**config.mk**
```make
export PLATFORM = sky130hd
export DESIGN_NAME = biquad_coef_loader_flat
export DESIGN_NICKNAME = d
export VERILOG_FILES = /design/src/rtl/biquad_coef_loader_if.sv /design/src/rtl/biquad_coef_loader.sv /design/src/flat_wrapper.sv
export SDC_FILE = /design/constraint.sdc
export NUM_CORES = 2
export LEC_CHECK = 0
export CORE_MARGIN = 2
export CORE_UTILIZATION = 35
export CTS_BUF_LIST = sky130_fd_sc_hd__clkbuf_4 sky130_fd_sc_hd__clkbuf_8 sky130_fd_sc_hd__clkbuf_16
export DETAILED_ROUTE_END_ITERATION = 12
export DONT_BUFFER_PORTS = 1
export PLACE_DENSITY = 0.56
export SLEW_MARGIN = 25
export SYNTH_ARGS = -nofsm -noshare
export SYNTH_HDL_FRONTEND = slang
export SYNTH_SLANG_ARGS = --single-unit
```
**constraint.sdc**
```tcl
create_clock -name clk -period 2.3 [get_ports clk]
set_clock_uncertainty 0.1 [all_clocks]
set_input_delay 0.69 -clock clk [delete_from_list [all_inputs] [get_ports clk]]
set_output_delay 0.69 -clock clk [all_outputs]
set_load 0.05 [all_outputs]
```
**src/rtl/biquad_coef_loader_if.sv**
```systemverilog
// Coefficient ROM read bus: the loader masters address/strobe, the ROM
// answers with data one cycle after each strobe.
interface biquad_coef_loader_if #(
    parameter int AW = 12,
    parameter int DW = 32
) ();
    logic          rom_rd_en;
    logic [AW-1:0] rom_addr;
    logic [DW-1:0] rom_data;

    modport master (
        output rom_rd_en,
        output rom_addr,
        input  rom_data
    );

    modport slave (
        input  rom_rd_en,
        input  rom_addr,
        output rom_data
    );
endinterface

```
**src/rtl/biquad_coef_loader.sv**
```systemverilog
// Fetches a full biquad cascade coefficient set from ROM into shadow
// registers and commits it to the active outputs on a sample tick.
module biquad_coef_loader #(
    parameter int NUM_STAGES = 6,
    parameter int COEF_W     = 32,
    parameter int FRAC       = 30,
    parameter int TYPE_W     = 2,
    parameter int IDX_W      = 4
) (
    input  logic                         clk,
    input  logic                         reset,
    input  logic                         sample_tick,
    input  logic                         update_req,
    input  logic [TYPE_W-1:0]            filt_type,
    input  logic [IDX_W-1:0]             cutoff_idx,
    biquad_coef_loader_if.master         rom,
    output logic [NUM_STAGES*COEF_W-1:0] coef_b0,
    output logic [NUM_STAGES*COEF_W-1:0] coef_b1,
    output logic [NUM_STAGES*COEF_W-1:0] coef_b2,
    output logic [NUM_STAGES*COEF_W-1:0] coef_a1,
    output logic [NUM_STAGES*COEF_W-1:0] coef_a2,
    output logic                         coef_valid,
    output logic                         busy
);

    localparam int AW = TYPE_W + IDX_W + 6;
    localparam logic [2:0] LAST_STAGE = 3'(NUM_STAGES - 1);
    localparam logic [COEF_W-1:0] UNITY =
        {{(COEF_W-1){1'b0}}, 1'b1} << FRAC;

    typedef enum logic [1:0] {
        IDLE,
        FETCH,
        DRAIN,
        WAIT_TICK
    } state_e;

    state_e              state_q;
    logic [TYPE_W-1:0]   req_type_q;
    logic [IDX_W-1:0]    req_idx_q;
    logic [TYPE_W-1:0]   cur_type_q;
    logic [IDX_W-1:0]    cur_idx_q;
    logic                pend_q;
    logic [2:0]          stage_q;
    logic [2:0]          sel_q;
    logic                wr_en_q;
    logic [2:0]          wr_stage_q;
    logic [2:0]          wr_sel_q;
    logic                rd_en_q;
    logic [AW-1:0]       addr_q;
    logic                valid_q;
    logic                busy_q;
    logic [COEF_W-1:0]   shd_q [NUM_STAGES][5];
    logic [COEF_W-1:0]   act_q [NUM_STAGES][5];

    // A request presented this cycle always wins over the held one.
    logic [TYPE_W-1:0]   nxt_type_d;
    logic [IDX_W-1:0]    nxt_idx_d;

    always_comb begin
        nxt_type_d = update_req ? filt_type : req_type_q;
        nxt_idx_d  = update_req ? cutoff_idx : req_idx_q;
    end

    always_ff @(posedge clk) begin
        if (reset) begin
            state_q    <= IDLE;
            req_type_q <= '0;
            req_idx_q  <= '0;
            cur_type_q <= '0;
            cur_idx_q  <= '0;
            pend_q     <= 1'b0;
            stage_q    <= '0;
            sel_q      <= '0;
            wr_en_q    <= 1'b0;
            wr_stage_q <= '0;
            wr_sel_q   <= '0;
            rd_en_q    <= 1'b0;
            addr_q     <= '0;
            valid_q    <= 1'b0;
            busy_q     <= 1'b0;
            for (int s = 0; s < NUM_STAGES; s++) begin
                for (int k = 0; k < 5; k++) begin
                    shd_q[s][k] <= (k == 0) ? UNITY : '0;
                    act_q[s][k] <= (k == 0) ? UNITY : '0;
                end
            end
        end else begin
            valid_q <= 1'b0;
            wr_en_q <= 1'b0;
            if (wr_en_q) begin
                shd_q[wr_stage_q][wr_sel_q] <= rom.rom_data;
            end
            if (update_req) begin
                req_type_q <= filt_type;
                req_idx_q  <= cutoff_idx;
            end

            unique case (state_q)
                IDLE: begin
                    if (update_req) begin
                        state_q    <= FETCH;
                        busy_q     <= 1'b1;
                        rd_en_q    <= 1'b1;
                        stage_q    <= '0;
                        sel_q      <= '0;
                        cur_type_q <= nxt_type_d;
                        cur_idx_q  <= nxt_idx_d;
                        addr_q     <= {nxt_type_d, nxt_idx_d, 6'd0};
                    end
                end
                FETCH: begin
                    if (update_req) begin
                        pend_q <= 1'b1;
                    end
                    // Data returns next cycle; remember where it belongs.
                    wr_en_q    <= 1'b1;
                    wr_stage_q <= stage_q;
                    wr_sel_q   <= sel_q;
                    if (sel_q == 3'd4) begin
                        sel_q <= '0;
                        if (stage_q == LAST_STAGE) begin
                            state_q <= DRAIN;
                            rd_en_q <= 1'b0;
                            addr_q  <= '0;
                        end else begin
                            stage_q <= stage_q + 3'd1;
                            addr_q  <= {cur_type_q, cur_idx_q,
                                        stage_q + 3'd1, 3'd0};
                        end
                    end else begin
                        sel_q  <= sel_q + 3'd1;
                        addr_q <= {cur_type_q, cur_idx_q,
                                   stage_q, sel_q + 3'd1};
                    end
                end
                DRAIN: begin
                    if (update_req) begin
                        pend_q <= 1'b1;
                    end
                    state_q <= WAIT_TICK;
                end
                WAIT_TICK: begin
                    if (sample_tick) begin
                        act_q   <= shd_q;
                        valid_q <= 1'b1;
                        if (pend_q || update_req) begin
                            pend_q     <= 1'b0;
                            state_q    <= FETCH;
                            rd_en_q    <= 1'b1;
                            stage_q    <= '0;
                            sel_q      <= '0;
                            cur_type_q <= nxt_type_d;
                            cur_idx_q  <= nxt_idx_d;
                            addr_q     <= {nxt_type_d, nxt_idx_d, 6'd0};
                        end else begin
                            state_q <= IDLE;
                            busy_q  <= 1'b0;
                        end
                    end else if (update_req) begin
                        pend_q <= 1'b1;
                    end
                end
            endcase
        end
    end

    assign rom.rom_rd_en = rd_en_q;
    assign rom.rom_addr  = addr_q;
    assign coef_valid    = valid_q;
    assign busy          = busy_q;

    for (genvar s = 0; s < NUM_STAGES; s++) begin : g_out
        assign coef_b0[s*COEF_W +: COEF_W] = act_q[s][0];
        assign coef_b1[s*COEF_W +: COEF_W] = act_q[s][1];
        assign coef_b2[s*COEF_W +: COEF_W] = act_q[s][2];
        assign coef_a1[s*COEF_W +: COEF_W] = act_q[s][3];
        assign coef_a2[s*COEF_W +: COEF_W] = act_q[s][4];
    end

endmodule

```
**src/flat_wrapper.sv**
```systemverilog
// flat-port wrapper written by rule: the top's interface ports become plain ports
module biquad_coef_loader_flat 
#(
    parameter int NUM_STAGES = 6,
    parameter int COEF_W     = 32,
    parameter int FRAC       = 30,
    parameter int TYPE_W     = 2,
    parameter int IDX_W      = 4
)
  (clk, reset, sample_tick, update_req, filt_type, cutoff_idx, coef_b0, coef_b1, coef_b2, coef_a1, coef_a2, coef_valid, busy, rom_rom_rd_en, rom_rom_addr, rom_rom_data);
  biquad_coef_loader_if #(.AW(((2) + (4) + 6)), .DW((32))) rom_i ();
  input  logic clk;
  input  logic reset;
  input  logic sample_tick;
  input  logic update_req;
  input  logic [TYPE_W-1:0] filt_type;
  input  logic [IDX_W-1:0] cutoff_idx;
  output logic [NUM_STAGES*COEF_W-1:0] coef_b0;
  output logic [NUM_STAGES*COEF_W-1:0] coef_b1;
  output logic [NUM_STAGES*COEF_W-1:0] coef_b2;
  output logic [NUM_STAGES*COEF_W-1:0] coef_a1;
  output logic [NUM_STAGES*COEF_W-1:0] coef_a2;
  output logic coef_valid;
  output logic busy;
  output wire logic [$bits(rom_i.rom_rd_en)-1:0] rom_rom_rd_en;
  output wire logic [$bits(rom_i.rom_addr)-1:0] rom_rom_addr;
  input wire logic [$bits(rom_i.rom_data)-1:0] rom_rom_data;
  assign rom_rom_rd_en = rom_i.rom_rd_en;
  assign rom_rom_addr = rom_i.rom_addr;
  assign rom_i.rom_data = rom_rom_data;
  biquad_coef_loader #(.NUM_STAGES(NUM_STAGES), .COEF_W(COEF_W), .FRAC(FRAC), .TYPE_W(TYPE_W), .IDX_W(IDX_W)) u_core (.clk(clk), .reset(reset), .sample_tick(sample_tick), .update_req(update_req), .filt_type(filt_type), .cutoff_idx(cutoff_idx), .rom(rom_i), .coef_b0(coef_b0), .coef_b1(coef_b1), .coef_b2(coef_b2), .coef_a1(coef_a1), .coef_a2(coef_a2), .coef_valid(coef_valid), .busy(busy));
endmodule
```
==> results.cfg <==
[synth]
synth.cell_area_sq_mm = 0.0677
yosys_warnings = 0
synth-seq-area-share_pct = 58.0
ys_types = 51
ys_ff_latch = 1960
synth_edf_count = 0
synthArstFlopShare_pct = 0
syn_avg_cell_area_sq_um = 7.80
synth.net_count = 8729
postSynthCellCount = 8679
synth_ff_type = dfxtp_1

[placement]
pre_cts_ws_ps = -36.2
dp_hpwl_mm = 148
port_buffers = 0
routabilityCongestion = 0.832

[grt]
overflow = 0
antenna_found_initial = 6
grt_pass1_wl_mm = 368
grt_use_total_pct = 25.1
grt_max_degree = 1949
grt_pass1_vias = 52500

[route]
wl_per_cell_microns = 23.6
drt_iter0_markers = 5720
drtPass1Iterations = 6
viasPerCell = 5.17
drc = 0
ant_nets = 0
vias = 57300
wl_mm = 261

[timing]
finalCriticalPeriod_ps = 2210
final-setup-viol-count = 0
fin_crit_sh_pct = 96.1
fmax_ghz = 0.453
hold_viol = 0
slew_viol_final = 0
rsz0062_at_grt = false
setup_ws_ps = 90.1
hold_ws_ps = 119
relSlewSlack_pct = 29.6
fin_tns_setup_ps = 0
max_slew.worst_pin.slew_ps = 1060

[clock_network]
htreeDepth = 4
path_clk_slew_ps = 60
cts_buffers = 200
clockBufferDepth = 3
root_buffer = clkbuf_16
clock_latency_ps = 860
cts.sink_count = 1960
cts_tree = yes

[die]
initial_utilization_pct = 35.2
die_h_microns = 444
num_io_pins = 1017
std_cell_rows = 161
core_sq_mm = 0.192
die_area_sq_mm = 0.197
dieWidth_microns = 444

[layout]
final_common_cell = nand2_1
fin_util_pct = 41.5
fin_nets = 8439
final_cell_mix = nand2_1, a21oi_1, dfxtp_1, dfxtp_2, clkbuf_16
drive_gt1_share_pct = 18.6
area_delta_synth_final_pct = 18.0

[worst_setup_path]
endpoint_kind = output pin
crit_arrival_ps = 1420
crit_type = reg2out
crit_path_start_kind = flop
crit_required_ps = 1510
cp_max_fo = 2

[power]
p_leak_uw = 0.0258
ir_drop_v = 0.000710
power.total_uw = 72800
pwr_density_cell_mw_per_mm2 = 912

[flow_run]
cap_violations = 0

[worst_hold_path]
hold_path_class = in2reg

[outcome]
outcome = complete, no violations
-- flip-flops by register name (all words and copies together), names as in the netlist, 3 cells and up --
register	cells
u_core.coef_a1	192
u_core.coef_a2	192
u_core.coef_b0	192
u_core.coef_b1	192
u_core.coef_b2	192
u_core.cur_idx_q	4
u_core.req_idx_q	4
u_core.rom.rom_addr	12
u_core.shd_q	960
u_core.stage_q	3
u_core.wr_sel_q	3
u_core.wr_stage_q	3
-- final timing paths --
check,from,endpoint,slack [ps],cells after the start
max,u_core.coef_a2[60],coef_a2[60],90,0
max reg2reg,u_core.wr_stage_q[1],u_core.shd_q[605],130,5
min reg2reg,u_core.shd_q[265],u_core.coef_b1[137],320,2
min,rom_rom_data[31],u_core.shd_q[511],120,3
-- layout make-up --
type                            count  area [sq um]
Antenna cell                        1          2.50
Clock buffer                      296          5950
Clock inverter                     66           893
Fill cell                       19000        113000
Inverter                            9          33.8
Multi-Input combinational cell   5985         25600
Sequential cell                  1960         40400
Tap cell                         2526          3160
Timing Repair Buffer              233          3790
-- what timing repair did --
action,CTS,global route
gates cloned,0,5
resized for setup,967,2
endpoints found under the setup margin,972,940
endpoints found under the hold margin,1196,0
setup buffers,0,0
hold buffers,47,0
-- synth_stat cells, drive strengths merged, types with 2 or more instances --
library cell  count  area share, %
nand2b            2          0.018
nand4b            2          0.035
and4bb            3          0.055
and2              3          0.028
and3b             2          0.026
nand2          3876             21
nor2             59           0.45
a21oi          1932             14
nand4bb           3          0.050
o21ai            11          0.081
nor2b             3          0.028
clkbuf          567            3.1
nor3b             4          0.044
or3b              3          0.043
inv               9          0.050
nor3              2          0.022
a211oi           14           0.16
nand4             3          0.028
or3               5          0.054
dfxtp          1960             58
buf             158            1.2
nand3b            2          0.022
o31ai             4          0.044
o211ai            2          0.022
nand3            15           0.11
a211o             2          0.026
mux2i            14           0.21
ha                8           0.15
-- stage by stage --
step | std cells | cell area [sq um]
after CTS | 11100 | 79500
after floorplan | 8679 | 67700
final | 11100 | 79800
after global routing | 11100 | 79800
after global placement | 10700 | 70400
after detailed placement | 10700 | 70400
-- layer usage --
layer  up-vias  global-route usage [%]  routed length (microns)
met5         -                       0                        0
met4         0                    12.8                    14100
met3       533                    7.50                    23000
met2      2097                    42.0                   126000
met1     27400                    29.0                    98400
li1      27200                       -                        -
-- kinds of logic after synthesis --
logic type,count (synthesis),synth area share [%]
AOI/OAI and AO/OA,1971,14.7
xor gates and xnor gates,1,0.0129
adders and majority gates,8,0.148
and+or+nand+nor,3991,22.6
DFF,1960,58.0
muxes,14,0.207
buffers and inverters,734,4.40
-- where the power goes --
group / total [uW] / internal, uW / switching, uW
combinational: 4580 / 1120 / 3470
sequential: 34700 / 34200 / 484
clock: 33500 / 19500 / 14100
No activity file was read; power rests on OpenSTA's default activity.
